File: config.mk
export PLATFORM = sky130hd
export DESIGN_NAME = seg_scan_scheduler
export DESIGN_NICKNAME = d
export VERILOG_FILES = /design/src/rtl/seg_scan_scheduler.sv
export SDC_FILE = /design/constraint.sdc
export NUM_CORES = 1
export LEC_CHECK = 0
export BUFFER_PORTS_ARGS = -buffer_cell sky130_fd_sc_hd__clkbuf_2
export CORE_MARGIN = 1.5
export CORE_UTILIZATION = 58
export CTS_CLUSTER_DIAMETER = 150
export DETAILED_ROUTE_END_ITERATION = 16
export PLACE_DENSITY = 0.8
export SYNTH_ARGS = -nofsm -noshare
export SYNTH_HDL_FRONTEND = slang
export SYNTH_SLANG_ARGS = --single-unit
File: constraint.sdc
create_clock -name clk -period 4.2 [get_ports clk]
set_input_delay 0.84 -clock clk [delete_from_list [all_inputs] [get_ports clk]]
set_output_delay 0.84 -clock clk [all_outputs]
set_load 0.005 [all_outputs]
File: src/rtl/seg_scan_scheduler.sv
// Multiplexed 7-segment refresh scheduler: blank/drive scan of NUM_DIGITS hex digits, double-buffered
// load with frame-aligned swap. Define DIMMING_EN to PWM-gate the drive phase with `brightness`.
module seg_scan_scheduler #(
  parameter int NUM_DIGITS   = 4,
  parameter int DWELL_CYCLES = 1000,
  parameter int BLANK_CYCLES = 16
) (
  input  logic                    clk,
  input  logic                    rst,
  input  logic                    enable,
  input  logic                    wr_valid,
  output logic                    wr_ready,
  input  logic [4*NUM_DIGITS-1:0] wr_data,
  input  logic [NUM_DIGITS-1:0]   wr_dp,
  input  logic [3:0]              brightness,
  output logic [6:0]              segments,
  output logic                    dp,
  output logic [NUM_DIGITS-1:0]   digit_sel,
  output logic                    frame_done
);

  localparam int CNT_MAX = (DWELL_CYCLES > BLANK_CYCLES) ? DWELL_CYCLES : BLANK_CYCLES;
  localparam int CNT_W   = ($clog2(CNT_MAX) < 4) ? 4 : $clog2(CNT_MAX);
  localparam int IDX_W   = (NUM_DIGITS > 1) ? $clog2(NUM_DIGITS) : 1;

  localparam logic [CNT_W-1:0]      DWELL_LAST = CNT_W'(DWELL_CYCLES - 1);
  localparam logic [CNT_W-1:0]      BLANK_LAST = CNT_W'(BLANK_CYCLES - 1);
  localparam logic [IDX_W-1:0]      IDX_LAST   = IDX_W'(NUM_DIGITS - 1);
  localparam logic [NUM_DIGITS-1:0] ONE_HOT0   = NUM_DIGITS'(1);

  typedef enum logic [1:0] {
    ST_IDLE  = 2'd0,
    ST_BLANK = 2'd1,
    ST_DRIVE = 2'd2
  } state_t;

  function automatic logic [6:0] hex_decode(input logic [3:0] nib);
    logic [6:0] seg;
    case (nib)
      4'h0:    seg = 7'b0111111;
      4'h1:    seg = 7'b0000110;
      4'h2:    seg = 7'b1011011;
      4'h3:    seg = 7'b1001111;
      4'h4:    seg = 7'b1100110;
      4'h5:    seg = 7'b1101101;
      4'h6:    seg = 7'b1111101;
      4'h7:    seg = 7'b0000111;
      4'h8:    seg = 7'b1111111;
      4'h9:    seg = 7'b1101111;
      4'hA:    seg = 7'b1110111;
      4'hB:    seg = 7'b1111100;
      4'hC:    seg = 7'b0111001;
      4'hD:    seg = 7'b1011110;
      4'hE:    seg = 7'b1111001;
      4'hF:    seg = 7'b1110001;
      default: seg = 7'b0000000;
    endcase
    return seg;
  endfunction

  state_t                  state_r, state_s;
  logic [IDX_W-1:0]        idx_r, idx_s;
  logic [CNT_W-1:0]        cnt_r, cnt_s;
  logic [4*NUM_DIGITS-1:0] shadow_r, shadow_s, active_r, active_s;
  logic [NUM_DIGITS-1:0]   shadow_dp_r, shadow_dp_s, active_dp_r, active_dp_s;
  logic                    pending_r, pending_s;
  logic                    swap_s, lit_s;
  logic [NUM_DIGITS-1:0]   onehot_s;
  logic [3:0]              sel_nib_s;
  logic [6:0]              segments_r, segments_s;
  logic                    dp_r, dp_s, frame_done_r, frame_done_s;
  logic [NUM_DIGITS-1:0]   digit_sel_r, digit_sel_s;

  // Next state, buffer swap/load, and the output values that the next state will show
  always_comb begin
    state_s     = state_r;
    idx_s       = idx_r;
    cnt_s       = cnt_r;
    shadow_s    = shadow_r;
    shadow_dp_s = shadow_dp_r;
    active_s    = active_r;
    active_dp_s = active_dp_r;
    pending_s   = pending_r;
    swap_s      = 1'b0;

    case (state_r)
      ST_IDLE: begin
        swap_s = pending_r;
        idx_s  = {IDX_W{1'b0}};
        cnt_s  = {CNT_W{1'b0}};
        if (enable) state_s = ST_BLANK;
        else        state_s = ST_IDLE;
      end
      ST_BLANK: begin
        if (!enable) begin
          state_s = ST_IDLE;
          idx_s   = {IDX_W{1'b0}};
          cnt_s   = {CNT_W{1'b0}};
        end else if (cnt_r == BLANK_LAST) begin
          state_s = ST_DRIVE;
          cnt_s   = {CNT_W{1'b0}};
          swap_s  = pending_r && (idx_r == {IDX_W{1'b0}});
        end else begin
          cnt_s = cnt_r + CNT_W'(1);
        end
      end
      ST_DRIVE: begin
        if (!enable) begin
          state_s = ST_IDLE;
          idx_s   = {IDX_W{1'b0}};
          cnt_s   = {CNT_W{1'b0}};
        end else if (cnt_r == DWELL_LAST) begin
          state_s = ST_BLANK;
          cnt_s   = {CNT_W{1'b0}};
          idx_s   = (idx_r == IDX_LAST) ? {IDX_W{1'b0}} : idx_r + IDX_W'(1);
        end else begin
          cnt_s = cnt_r + CNT_W'(1);
        end
      end
      default: begin
        state_s = ST_IDLE;
        idx_s   = {IDX_W{1'b0}};
        cnt_s   = {CNT_W{1'b0}};
      end
    endcase

    // A swap needs pending=1, which holds wr_ready low, so swap and load never collide
    if (swap_s) begin
      active_s    = shadow_r;
      active_dp_s = shadow_dp_r;
      pending_s   = 1'b0;
    end else if (wr_valid && !pending_r) begin
      shadow_s    = wr_data;
      shadow_dp_s = wr_dp;
      pending_s   = 1'b1;
    end else begin
      pending_s = pending_r;
    end

    onehot_s  = ONE_HOT0 << idx_s;
    sel_nib_s = 4'h0;
    for (int i = 0; i < NUM_DIGITS; i++) begin
      sel_nib_s = sel_nib_s | (active_s[4*i +: 4] & {4{onehot_s[i]}});
    end

`ifdef DIMMING_EN
    lit_s = (state_s == ST_DRIVE) && (cnt_s[3:0] < brightness);
`else
    lit_s = (state_s == ST_DRIVE);
`endif
    digit_sel_s  = lit_s ? onehot_s : {NUM_DIGITS{1'b0}};
    segments_s   = lit_s ? hex_decode(sel_nib_s) : 7'b0000000;
    dp_s         = lit_s && (|(active_dp_s & onehot_s));
    frame_done_s = (state_s == ST_DRIVE) && (cnt_s == DWELL_LAST) && (idx_s == IDX_LAST);
  end

`ifndef DIMMING_EN
  logic unused_brightness_s;
  assign unused_brightness_s = ^brightness;
`endif

  // State, buffers and registered outputs
  always_ff @(posedge clk or posedge rst) begin
    if (rst) begin
      state_r      <= ST_IDLE;
      idx_r        <= {IDX_W{1'b0}};
      cnt_r        <= {CNT_W{1'b0}};
      shadow_r     <= {(4*NUM_DIGITS){1'b0}};
      shadow_dp_r  <= {NUM_DIGITS{1'b0}};
      active_r     <= {(4*NUM_DIGITS){1'b0}};
      active_dp_r  <= {NUM_DIGITS{1'b0}};
      pending_r    <= 1'b0;
      segments_r   <= 7'b0000000;
      dp_r         <= 1'b0;
      digit_sel_r  <= {NUM_DIGITS{1'b0}};
      frame_done_r <= 1'b0;
    end else begin
      state_r      <= state_s;
      idx_r        <= idx_s;
      cnt_r        <= cnt_s;
      shadow_r     <= shadow_s;
      shadow_dp_r  <= shadow_dp_s;
      active_r     <= active_s;
      active_dp_r  <= active_dp_s;
      pending_r    <= pending_s;
      segments_r   <= segments_s;
      dp_r         <= dp_s;
      digit_sel_r  <= digit_sel_s;
      frame_done_r <= frame_done_s;
    end
  end

  assign wr_ready   = !pending_r;
  assign segments   = segments_r;
  assign dp         = dp_r;
  assign digit_sel  = digit_sel_r;
  assign frame_done = frame_done_r;

endmodule

# Yosys cells after proc, flatten, opt, wreduce, memory -nomap -nowiden
# Memory sizes are Yosys's and may differ from the RTL's.
# Cells that the tools add are included.
[totals]
register_bits = 68
mem_bits_ro = 112
out_inout_bits = 14
wordCells = 69
n_memories = 1
[memory_table]
columns = ["memory", "depth", "width", "read_ports", "rd_ports_with_merged_regs", "write_ports", "line_no", "text"]
rows = [
  ["(no name shown)", 16, 7, 1, 0, 0, "39", "case (nib)"],
]
[op_classes]
n_addsub = 2
eq_ne = 8
n_shift = 1
muxes = 25
n_bitwise = 9
n_reduce_logical = 11
[ops]
columns = ["operator", "n"]
rows = [
  ["10-bit 2-to-1 mux", 4],
  ["4-bit AND", 5],
  ["10-bit == test, second input constant", 2],
  ["10-bit case mux with 2 select lines", 1],
  ["16-bit 2-to-1 mux", 1],
  ["2-bit 2-to-1 mux", 8],
  ["4-bit bitwise OR", 3],
  ["10-bit by 1-bit adder with 10-bit output, second input constant", 1],
  ["10-bit by 4-bit == test with 1-bit output, second input constant", 1],
  ["2-bit == test, second input constant", 4],
  ["4-bit 2-to-1 mux", 2],
  ["7-bit 2-to-1 mux", 1],
  ["2-bit case mux with 3 select lines", 1],
  ["1-bit logical AND", 5],
  ["1-bit 2-to-1 mux", 5],
  ["2-bit logical NOT", 2],
  ["2-bit case mux with 2 select lines", 1],
  ["4-bit OR reduction", 1],
  ["1-bit by 2-bit left shift with 4-bit output, first input constant", 1],
  ["2-bit by 1-bit adder with 2-bit output, second input constant", 1],
  ["2-bit by 1-bit == test with 1-bit output, second input constant", 1],
  ["1-bit case mux with 2 select lines", 1],
  ["2-bit AND reduction", 1],
  ["2-bit nonzero test", 1],
  ["2 further kinds", 2],
]

# Depth between registers and ports, before layout
# An unclocked memory read counts as a cell.
[logic_depth]
word_depth = 12
depth_mapped = 15

# Least setup slack after synthesis
# Ideal clock, no wire load.
[synth_path]
kind = "register to register"
from = "register cnt_r[0]"
to = "register segments_r[0], in the netlist segments[0]"
setup_time_ns = 0.087
arrival_time_ns = 3.161
setup_slack_ns = 0.952
path_stages_with_launch = 16
n_path_buf = 4
synth_period_minus_slack_ns = 3.248
cell_sequence = "dfrtp_1 > ha_1 > buf_4 > and3_1 > buf_2 > nand4_4 > nand2_4 > buf_8 > buf_2 > mux2_2 > o32ai_1 > a21oi_1 > inv_1 > ha_1 > or4_1 > o211ai_1"
[synth_via]
elab_chain_cells = 11
[synth_rtl]
columns = ["item", "line_no", "text"]
rows = [
  ["start: declaration", "63", "logic [CNT_W-1:0] cnt_r, cnt_s;"],
  ["start signal: assignment", "167", "cnt_r <= {CNT_W{1'b0}};"],
  ["start signal: assignment", "180", "cnt_r <= cnt_s;"],
  ["10-bit by 4-bit == test with 1-bit output", "99", "end else if (cnt_r == BLANK_LAST) begin"],
  ["1-bit 2-to-1 mux", "99", ""],
  ["1-bit 2-to-1 mux", "95", "if (!enable) begin"],
  ["1-bit case mux with 2 select lines", "86", "case (state_r)"],
  ["16-bit 2-to-1 mux", "128", "if (swap_s) begin"],
  ["via active_s[1]", "64", "logic [4*NUM_DIGITS-1:0] shadow_r, shadow_s, active_r, active_s;"],
  ["4-bit AND", "143", "sel_nib_s = sel_nib_s | (active_s[4*i +: 4] & {4{onehot_s[i]}});"],
  ["4-bit bitwise OR (3 in series)", "143", ""],
  ["memory 16 x 7 bit", "n/a", ""],
  ["7-bit 2-to-1 mux", "152", "segments_s = lit_s ? hex_decode(sel_nib_s) : 7'b0000000;"],
  ["via segments_s[0]", "70", "logic [6:0] segments_r, segments_s;"],
  ["end signal: assignment", "186", "segments_r <= segments_s;"],
  ["end: declaration", "70", ""],
]
# The timed path passes the listed nets, and every way through them passes these cells.
# A chain may end at the register's enable or synchronous reset.

# Worst setup path after layout
[layout_path]
from = "register cnt_r[0]"
to = "register segments_r[0], in the netlist segments[0]"
[layout_rtl]
columns = ["item", "line_no"]
rows = [
  ["10-bit by 4-bit == test with 1-bit output", "99"],
  ["1-bit 2-to-1 mux", "99"],
  ["1-bit 2-to-1 mux", "95"],
  ["1-bit case mux with 2 select lines", "86"],
  ["16-bit 2-to-1 mux", "128"],
  ["via active_s[13]", "64"],
  ["4-bit AND", "143"],
  ["4-bit bitwise OR", "143"],
  ["memory 16 x 7 bit", "n/a"],
  ["7-bit 2-to-1 mux", "152"],
  ["via segments_s[0]", "70"],
]
# The timed path passes the listed nets, and every way through them passes these cells.

==> results.toml <==
[outcome]
status = "finished, final reports clean"

[worst_setup_path]
path_buf_inv = 1
cp-end-kind = "register"
cpMostUsedCell = "ha_1"
cp_top_family = "simple AND/OR/NAND/NOR gates"
crit_fanout = 21
cp-start-kind = "register"
path_cells = "ha_1, and3_1, nand4_4, nand2_4, mux2_2, mux2i_1, a21oi_1, inv_1, ha_1, or4_1, o211ai_1"
critical_path.slowest_cell = "or4_1"
cp_data_required_time_ns = 4.47
cpPeakStageDelay_ns = 0.54
crit_arrival_ns = 4.00
worstSetupPathType = "register to register"

[sta]
fin_crit_sh_pct = 88.8
finalSetupViolCount = 0
clock.fmax_ghz = 0.268
fin_crit_ns = 3.73
setup_tns_ns = 0
rsz0062_at_grt = "no"
hold_viol = 0
timing.slew.headroom_pct = 38.5
maxSlewViolCount = 0
setup_ws_ns = 0.472
fin_skew_ns = 0.00601
max_slew.worst_pin.slew_ns = 0.921

[clock_network]
holdBufCountCts = 0
cts.sinks = 68
clk_latency_ns = 0.35
cts-root-buf = "clkbuf_8"
cts.clk_slew.worst_paths_ns = 0.07
cts_made_buffers = 9
post_cts_resized = 0
h-tree-depth = 3
cts_tree = "built"
cts_setup_buffers = 0
cts_buffer_depth = 2

[drt]
wl_met2_um = 3250
first_pass_iters = 5
drc = 0
vias_per_cell = 5.72
wl_met1_um = 2850
ant_nets = 0
routedWlPerCell_um = 15.9
routed.top_layer = "met4"
wl_um = 6450
vias = 2323
wl_met3_um = 244
drtIter0Drc = 79

[synth]
mappedNetlistNets = 332
yosysSeqAreaShare_pct = 50.1
ys_warn_count = 0
synth_cell_types = 52
synth_area_per_cell_um2 = 11.7
synthAdderAreaFrac_pct = 4.79
netlist.area_leader.share_pct = 50.1
yosys.area_share.xor_xnor_pct = 2.32
ys.flop_type = "dfrtp_1"
ys_top_cells_by_area = "dfrtp_1 (50%), mux2_2 (11%), ha_1 (4.8%)"
ys_ff_latch = 68
synth_area_um2 = 3400
syn_inst = 291
synth_edf_count = 0
yosysMostFrequentCell = "dfrtp_1"
yosys.area_share.simple_pct = 13.1
synth_async_sr_flop_share_pct = 100
ys_top_cells_by_count = "dfrtp_1 (68), mux2_2 (32), inv_1 (21), nor2_1 (21)"
synth-compound-area-share_pct = 9.65
synth.mux.area_fraction_pct = 15.1
synth_top_family_by_area = "multiplexers"
yosys.area.top_type = "dfrtp_1"

[global_routing]
grt_pass1_vias = 2420
overflow = 0
grt_pass1_wl_um = 10900
grt_antenna_before_repair = 0
grt_max_degree = 47
track_usage_pct = 22.8

[die]
dieHeight_um = 79.5
core_area_um2 = 5570
dieArea_um2 = 6320
rows = 27
start_util_pct = 60.9
io-pin-count = 42
fp.dieW_um = 79.5

[run]
drv_cap = 0

[layout]
area_delta_synth_final_pct = 12.0
nets = 370
drive_gt1_share_pct = 31.7
n_antenna_cell = 0

[power_and_ir_drop]
p_per_area_nw_per_um2 = 520
worst_ir_drop_vdd_mv = 0.337
p_leak_nw = 1.79

[min_path]
holdCritPathClass = "register to register"

[place]
dp_slack_ns = 0.506
gp_congestion = 0.876
dp_hpwl_um = 4580
port_buffers = 37
-- stage by stage --
stage | instance area [um2] | total power [W] | util (%) | hold slack (ns) | instances
floorplan | 3400 | 0.00133 | - | 0.447 | 291
global placement | 3600 | 0.00140 | 64.6 | 0.468 | 390
finish | 3800 | 0.00198 | 68.2 | 0.497 | 406
CTS | 3800 | 0.00199 | 68.2 | 0.499 | 406
global route | 3800 | 0.00209 | 68.2 | 0.519 | 406
detailed placement | 3600 | 0.00144 | 64.6 | 0.484 | 390
-- layer usage --
metal  global-route usage [%]  vias to the layer above
met5                        0                        -
met4                     10.0                        0
met3                     6.63                       11
met2                     37.1                       53
met1                     28.2                     1150
li1                         -                     1109
-- worst reg2reg max path: stages (launching register included) --
cell,delay (ns)
dfrtp_1,0.44
ha_1,0.42
and3_1,0.43
nand4_4,0.22
nand2_4,0.31
mux2_2,0.22
mux2i_1,0.09
a21oi_1,0.48
inv_1,0.14
ha_1,0.25
or4_1,0.54
o211ai_1,0.10
-- worst paths after layout --
check	startpoint	cells after the start	to	slack [ns]
worst min register to register	active_dp_r[3]	1	active_dp_r[3]	0.50
min in group asynchronous	rst	2	active_r[0]	0.68
worst min-delay path	active_dp_r[3]	1	active_dp_r[3]	0.50
worst max register to register	cnt_r[0]	11	segments[0]	0.47
max in group asynchronous	rst	3	active_r[11]	2.69
worst max-delay path	cnt_r[0]	11	segments[0]	0.47
-- area by class of cell --
cell class / count / area (um2)
timing repair buffer: 39 / 200
fill: 425 / 1770
sequential: 68 / 1700
clock buffer: 12 / 155
inverter: 22 / 82.6
clock inverter: 4 / 47.5
tap: 72 / 90.1
multi-input combinational: 189 / 1530
-- cells in the final DEF (no fill, tap or decap), types with 2 or more instances in the layout --
cell and n:
or2_2 2, nand3_1 9, nand4_1 4, nand2_1 13, clkbuf_8 11, o21ai_0 8
and2_1 5, clkinv_2 2, xor2_1 5, mux2i_1 11, and3_1 6, clkbuf_2 37
mux2_4 2, nor2_1 21, a22o_1 2, buf_4 2, a21oi_1 9, xnor2_1 4
mux2_2 32, o32ai_1 2, and4_1 4, inv_1 20, ha_1 13, o221a_2 3
a211oi_1 3, inv_2 2, nor3_1 6, a31o_2 2, dfrtp_1 68, a221oi_1 2
a311oi_2 2
-- cell families (layout without fill, tap and decap cells) --
| family | count (synthesis) | in the layout |
|---|---|---|
| AND/OR/NAND/NOR | 78 | 78 |
| AO/OA/AOI/OAI | 43 | 43 |
| adder cells (fa/ha/maj) | 13 | 13 |
| multiplexers | 46 | 46 |
| flip-flops | 68 | 68 |
| buffers and inverters | 34 | 77 |
| XOR/XNOR | 9 | 9 |
-- sequential cells by signal, summed over array words and instances (netlist names), 2 cells and up --
signal	flops
cnt_r	10
idx_r	2
active_dp_r	4
shadow_dp_r	4
active_r	16
state_r	2
shadow_r	16
segments	7
digit_sel	4
-- power by group --
group	internal [W]	switching, W	total [W]	leakage [nW]
clock	0.000305	0.000240	0.000545	0.102
combinational	0.000257	0.000282	0.000539	0.833
sequential	0.000822	0.0000727	0.000895	0.857
Power figures use the tool's default switching activity.
